**config.mk**
```make
export PLATFORM = sky130hd
export DESIGN_NAME = hermes_ni_tx
export DESIGN_NICKNAME = d
export VERILOG_FILES = /design/src/rtl/hermes_pkg.sv /design/src/rtl/hermes_ni_fifo.sv /design/src/rtl/hermes_ni_tx.sv
export SDC_FILE = /design/constraint.sdc
export NUM_CORES = 1
export LEC_CHECK = 0
export BUFFER_PORTS_ARGS = -buffer_cell sky130_fd_sc_hd__buf_2
export CAP_MARGIN = 20
export CORE_MARGIN = 3
export CORE_UTILIZATION = 55
export CTS_CLUSTER_SIZE = 16
export DETAILED_ROUTE_END_ITERATION = 7
export PLACE_DENSITY = 0.81
export SYNTH_ARGS = -nofsm -noshare
export SYNTH_HDL_FRONTEND = slang
export SYNTH_SLANG_ARGS = --single-unit
```
**constraint.sdc**
```tcl
create_clock -name clk_i -period 8.1 [get_ports clk_i]
set_clock_uncertainty 0.2 [all_clocks]
set_input_delay 0 -clock clk_i [delete_from_list [all_inputs] [get_ports clk_i]]
set_output_delay 0 -clock clk_i [all_outputs]
set_load 0.05 [all_outputs]
```
**src/rtl/hermes_pkg.sv**
```systemverilog
// rtl/hermes_pkg.sv - shared Hermes NoC types: router ports and NI transmit FSM states
package hermes_pkg;

  localparam int HERMES_NPORT = 5;

  typedef enum logic [2:0] {
    HERMES_EAST  = 3'd0,
    HERMES_WEST  = 3'd1,
    HERMES_NORTH = 3'd2,
    HERMES_SOUTH = 3'd3,
    HERMES_LOCAL = 3'd4
  } hermes_port_t;

  typedef enum logic [1:0] {
    IDLE    = 2'd0,
    HEADER  = 2'd1,
    SIZE    = 2'd2,
    PAYLOAD = 2'd3
  } hermes_ni_state_t;

endpackage

```
**src/rtl/hermes_ni_fifo.sv**
```systemverilog
// rtl/hermes_ni_fifo.sv - flit FIFO with wrap-bit pointers, shared by the NI transmit and receive paths
module hermes_ni_fifo #(
  parameter int FLIT_SIZE   = 32,
  parameter int BUFFER_SIZE = 8
) (
  input  logic                 clk_i,
  input  logic                 rst_ni,
  input  logic                 push_i,
  input  logic [FLIT_SIZE-1:0] data_i,
  input  logic                 pop_i,
  output logic [FLIT_SIZE-1:0] data_o,
  output logic                 full_o,
  output logic                 empty_o
);

  localparam int AW = $clog2(BUFFER_SIZE);

  logic [FLIT_SIZE-1:0] mem_q [BUFFER_SIZE];
  logic [AW:0]          wptr_q, wptr_d;
  logic [AW:0]          rptr_q, rptr_d;
  logic                 do_push, do_pop;

  // Extra pointer MSB distinguishes full from empty when the index bits match.
  assign full_o  = (wptr_q[AW] != rptr_q[AW]) && (wptr_q[AW-1:0] == rptr_q[AW-1:0]);
  assign empty_o = (wptr_q == rptr_q);
  assign data_o  = mem_q[rptr_q[AW-1:0]];

  assign do_push = push_i && !full_o;
  assign do_pop  = pop_i && !empty_o;

  always_comb begin
    wptr_d = wptr_q;
    rptr_d = rptr_q;
    if (do_push) wptr_d = wptr_q + 1'b1;
    if (do_pop)  rptr_d = rptr_q + 1'b1;
  end

  always_ff @(posedge clk_i or negedge rst_ni) begin
    if (!rst_ni) begin
      wptr_q <= '0;
      rptr_q <= '0;
    end else begin
      wptr_q <= wptr_d;
      rptr_q <= rptr_d;
    end
  end

  always_ff @(posedge clk_i) begin
    if (do_push) mem_q[wptr_q[AW-1:0]] <= data_i;
  end

endmodule

```
**src/rtl/hermes_ni_tx.sv**
```systemverilog
// rtl/hermes_ni_tx.sv - NI packet injector: serializes header, size and payload flits into the router LOCAL port
module hermes_ni_tx
  import hermes_pkg::*;
#(
  parameter int FLIT_SIZE   = 32,
  parameter int BUFFER_SIZE = 8
) (
  input  logic                 clk_i,
  input  logic                 rst_ni,
  input  logic                 cmd_valid_i,
  output logic                 cmd_ready_o,
  input  logic [FLIT_SIZE-1:0] cmd_target_i,
  input  logic [FLIT_SIZE-1:0] cmd_size_i,
  input  logic                 pl_valid_i,
  output logic                 pl_ready_o,
  input  logic [FLIT_SIZE-1:0] pl_data_i,
  output logic                 tx_o,
  output logic [FLIT_SIZE-1:0] data_o,
  input  logic                 credit_i,
  output logic                 busy_o
);

  hermes_ni_state_t     state_q, state_d;
  logic [FLIT_SIZE-1:0] target_q, target_d;
  logic [FLIT_SIZE-1:0] size_q, size_d;
  logic [FLIT_SIZE-1:0] cnt_q, cnt_d;

  logic [FLIT_SIZE-1:0] fifo_head;
  logic                 fifo_full, fifo_empty;
  logic                 fifo_pop;

  // Ready outputs are gated by reset so nothing handshakes while rst_ni is low.
  assign cmd_ready_o = rst_ni && (state_q == IDLE);
  assign pl_ready_o  = rst_ni && !fifo_full;
  assign busy_o      = (state_q != IDLE);

  hermes_ni_fifo #(
    .FLIT_SIZE  (FLIT_SIZE),
    .BUFFER_SIZE(BUFFER_SIZE)
  ) u_fifo (
    .clk_i  (clk_i),
    .rst_ni (rst_ni),
    .push_i (pl_valid_i && pl_ready_o),
    .data_i (pl_data_i),
    .pop_i  (fifo_pop),
    .data_o (fifo_head),
    .full_o (fifo_full),
    .empty_o(fifo_empty)
  );

  // Wire side depends only on state and FIFO head, never on credit_i.
  always_comb begin
    tx_o   = 1'b0;
    data_o = '0;
    case (state_q)
      HEADER: begin
        tx_o   = 1'b1;
        data_o = target_q;
      end
      SIZE: begin
        tx_o   = 1'b1;
        data_o = size_q;
      end
      PAYLOAD: begin
        tx_o   = !fifo_empty;
        data_o = fifo_head;
      end
      default: ;
    endcase
  end

  assign fifo_pop = (state_q == PAYLOAD) && tx_o && credit_i;

  always_comb begin
    state_d  = state_q;
    target_d = target_q;
    size_d   = size_q;
    cnt_d    = cnt_q;
    case (state_q)
      IDLE: begin
        if (cmd_valid_i) begin
          target_d = cmd_target_i;
          size_d   = cmd_size_i;
          state_d  = HEADER;
        end
      end
      HEADER: begin
        if (credit_i) state_d = SIZE;
      end
      SIZE: begin
        if (credit_i) begin
          if (size_q == '0) begin
            state_d = IDLE;
          end else begin
            cnt_d   = size_q;
            state_d = PAYLOAD;
          end
        end
      end
      PAYLOAD: begin
        if (fifo_pop) begin
          cnt_d = cnt_q - FLIT_SIZE'(1);
          if (cnt_q == FLIT_SIZE'(1)) state_d = IDLE;
        end
      end
      default: state_d = IDLE;
    endcase
  end

  always_ff @(posedge clk_i or negedge rst_ni) begin
    if (!rst_ni) begin
      state_q  <= IDLE;
      target_q <= '0;
      size_q   <= '0;
      cnt_q    <= '0;
    end else begin
      state_q  <= state_d;
      target_q <= target_d;
      size_q   <= size_d;
      cnt_q    <= cnt_d;
    end
  end

endmodule

```
==> reports/qor.yml <==
status: "completed"
ant_nets: 0
timing.fmax_mhz: 238.9
fin_crit_ns: 4.185
ios: 137
cts_max_level: 2
rsz0062_at_grt: "no"
routedWlPerCell_um: 26.42
yosysMostFrequentCell: "edfxtp_1"
cts_tree: "done"
drtIter0Drc: 1640
num-fill-cells: 1763
dieArea_um2: 30450
clock_latency_ns: 0.55
nets: 1293
ctsLongestPathBuffers: 3
synth_edf_count: 256
whs_path_depth: 3
drive_above_1_share_pct: 33.31
regToRegSetupSlack_ns: 4.95
synth_top_cell_area_share_pct: 49.23
p_int_mw: 4.554
post_cts_buffers: 0
avgSynthCellArea_um2: 16.47
dp_hpwl_um: 23190
drc: 0
port_buffers: 136
synth_common_cells: "edfxtp_1, dfrtp_1, mux2_2, mux4_2, nor2_1"
synth.area.top_cells: "edfxtp_1, dfrtp_1, mux4_2"
p_clk_share_pct: 24.5
start_kind: "flip-flop"
setup_viol: 0
crit_path_end_kind: "output port"
antenna_found_initial: 0
viasPerCell: 6.581
initial_core_util_pct: 56.05
cts_resized: 0
sw_frac_of_total_pct: 39.08
cts.clk_slew.worst_paths_ns: 0.06
drtPass1Iterations: 8
syn_nets: 1058
final.setup.tns_ns: 0
cts_buffers: 38
crit_type: "flip-flop to output port"
switchingPower_mw: 2.921
power.leakage_nw: 6.815
synth_flop_cell: "edfxtp_1"
core-area_um2: 27860
seq_power_share_pct: 38.1
drv_cap: 0
grt_overflow: 0
hold_start: "cmd_target_i[2]"
grt_max_degree: 72
yosys_warnings: 0
synth-seq-area-share_pct: 66.22
root_buffer: "clkbuf_16"
r2r_start: "state_q[1]"
r2r-end: "cnt_q[0]"
place.gp.congestion: 0.9384
holdPathEnd: "target_q[2]"
power_density_nw_per_um2: 392.7
synth_top_cell_by_area: "edfxtp_1"
reg2reg_depth: 5
power_frac_comb_pct: 37.4
hold_path_class: "primary input to flip-flop"
num_vias: 10477
grt_use_total_pct: 27.40
ys_seq_elements: 362
fin_crit_sh_pct: 51.67
wirelength_um: 42060
synth_cell_types: 69
area_delta_synth_final_pct: 21.92
clkSinkCount: 362
slew_viol_final: 0
relSlewSlack_pct: 29.09
grt_pass1_vias: 10456
ys_async_sr_fraction_pct: 29.28
synthCells: 948
die_x_um: 174.5
hold_viol: 0
fin_util_pct: 68.34
dp.cells: 1418
die_y_um: 174.5
grt_pass1_wl_um: 63820
finalNonFillerCells: 1592
ir_drop_mv: 0.2399
synth_area_um2: 15610
rows: 61
cp.arrival_ns: 3.99
worstMarginPinSlew_ns: 1.064
critical_path_peak_fanout: 48
cp_data_required_time_ns: 7.90
## through the flow
stage | power [mW] | worst slack [ns] | instance area (um^2) | hold WS [ns]
2_1_floorplan | 4.737 | 3.770 | 15620 | -0.4956
3_3_place_gp | 5.443 | 4.560 | 16660 | -0.1711
3_5_place_dp | 5.516 | 4.579 | 16660 | -0.1706
4_1_cts | 7.395 | 4.012 | 19020 | 0.01542
5_1_grt | 7.762 | 3.742 | 19030 | 0.03212
6_report | 7.476 | 3.915 | 19040 | 0.03498
## cells by family after synthesis
| logic type | Yosys count | synth area share, % |
|---|---|---|
| buffers and inverters | 73 | 2.115 |
| adder cells (fa/ha/maj) | 9 | 0.7212 |
| AO/OA/AOI/OAI | 132 | 6.843 |
| multiplexers | 164 | 16.43 |
| AND/OR/NAND/NOR | 197 | 7.059 |
| XOR/XNOR | 11 | 0.6170 |
| flip-flops | 362 | 66.22 |
## routing by layer
layer	vias to the layer above	share of wire, %	global-route usage (%)
li1	4366	-	-
met1	5261	37	37.00
met2	688	48	44.00
met3	162	9.9	5.308
met4	0	5.0	12.00
met5	-	0	0
## worst max-delay path by stage
| stage | from | endpoint | slack (ns) | depth (start not counted) |
|---|---|---|---|---|
| global route | u_fifo.rptr_q[0] | data_o[23] | 3.74 | 6 |
| global placement | u_fifo.rptr_q[0] | data_o[23] | 4.56 | 6 |
| floorplan | u_fifo.wptr_q[2] | u_fifo.mem_q[4][0] | 3.77 | 5 |
| finish | u_fifo.rptr_q[0] | data_o[23] | 3.91 | 6 |
| CTS | u_fifo.rptr_q[0] | data_o[17] | 4.01 | 6 |
| detailed placement | u_fifo.rptr_q[0] | data_o[17] | 4.58 | 6 |
## power by group through the flow
stage / Sequential, mW / Clock (mW) / Combinational [mW]
after floorplan: 2.60 / 0 / 2.13
after global placement: 2.82 / 0 / 2.62
after detailed placement: 2.84 / 0 / 2.67
after CTS: 2.81 / 1.84 / 2.74
after global routing: 2.88 / 1.94 / 2.95
final: 2.85 / 1.83 / 2.80
## registers in the layout, indices dropped and copies added (netlist names)
name and flops:
u_fifo.mem_q 256, cnt_q 32, size_q 32, target_q 32, u_fifo.rptr_q 4, u_fifo.wptr_q 4, state_q 2
## worst max-delay path, cell delays in order (launching register included)
cell,delay (ns)
dfrtp_4,0.69
buf_4,0.81
mux4_2,0.62
mux2_2,0.27
a222oi_1,0.58
nor2_1,0.13
buf_2,0.27
## cells in the final DEF, fill, tap and decap left out, types with 8 or more instances in the layout
master,instances
a21oi_1,17
buf_4,17
dfrtp_1,104
nand4_1,8
inv_1,13
mux2_2,98
xnor2_1,8
nor3_1,21
dlygate4sd3_1,101
a222oi_1,32
nand2_1,27
o22ai_1,9
o32ai_1,10
clkinv_1,8
nor2_1,62
clkbuf_16,38
mux4_2,64
edfxtp_1,256
buf_2,135
nor4_1,22
a311oi_1,19
## layout make-up
type                            count  area [um^2]  share of cell area [%]
Timing Repair Buffer              255         1849                   9.714
Multi-Input combinational cell    513         4995                   26.24
Clock inverter                     22        305.3                   1.604
Clock buffer                       48         1018                   5.350
Antenna cell                        1        2.502                 0.01314
Inverter                           13        48.80                  0.2563
Sequential cell                   362        10340                   54.34
Tap cell                          378        473.0                   2.484
## what timing repair did
action,4_1_cts,5_1_grt
hold buffers,102,0
hold endpoints to repair,374,0
endpoints found under the setup margin,0,0
Power figures use the tool's default switching activity.
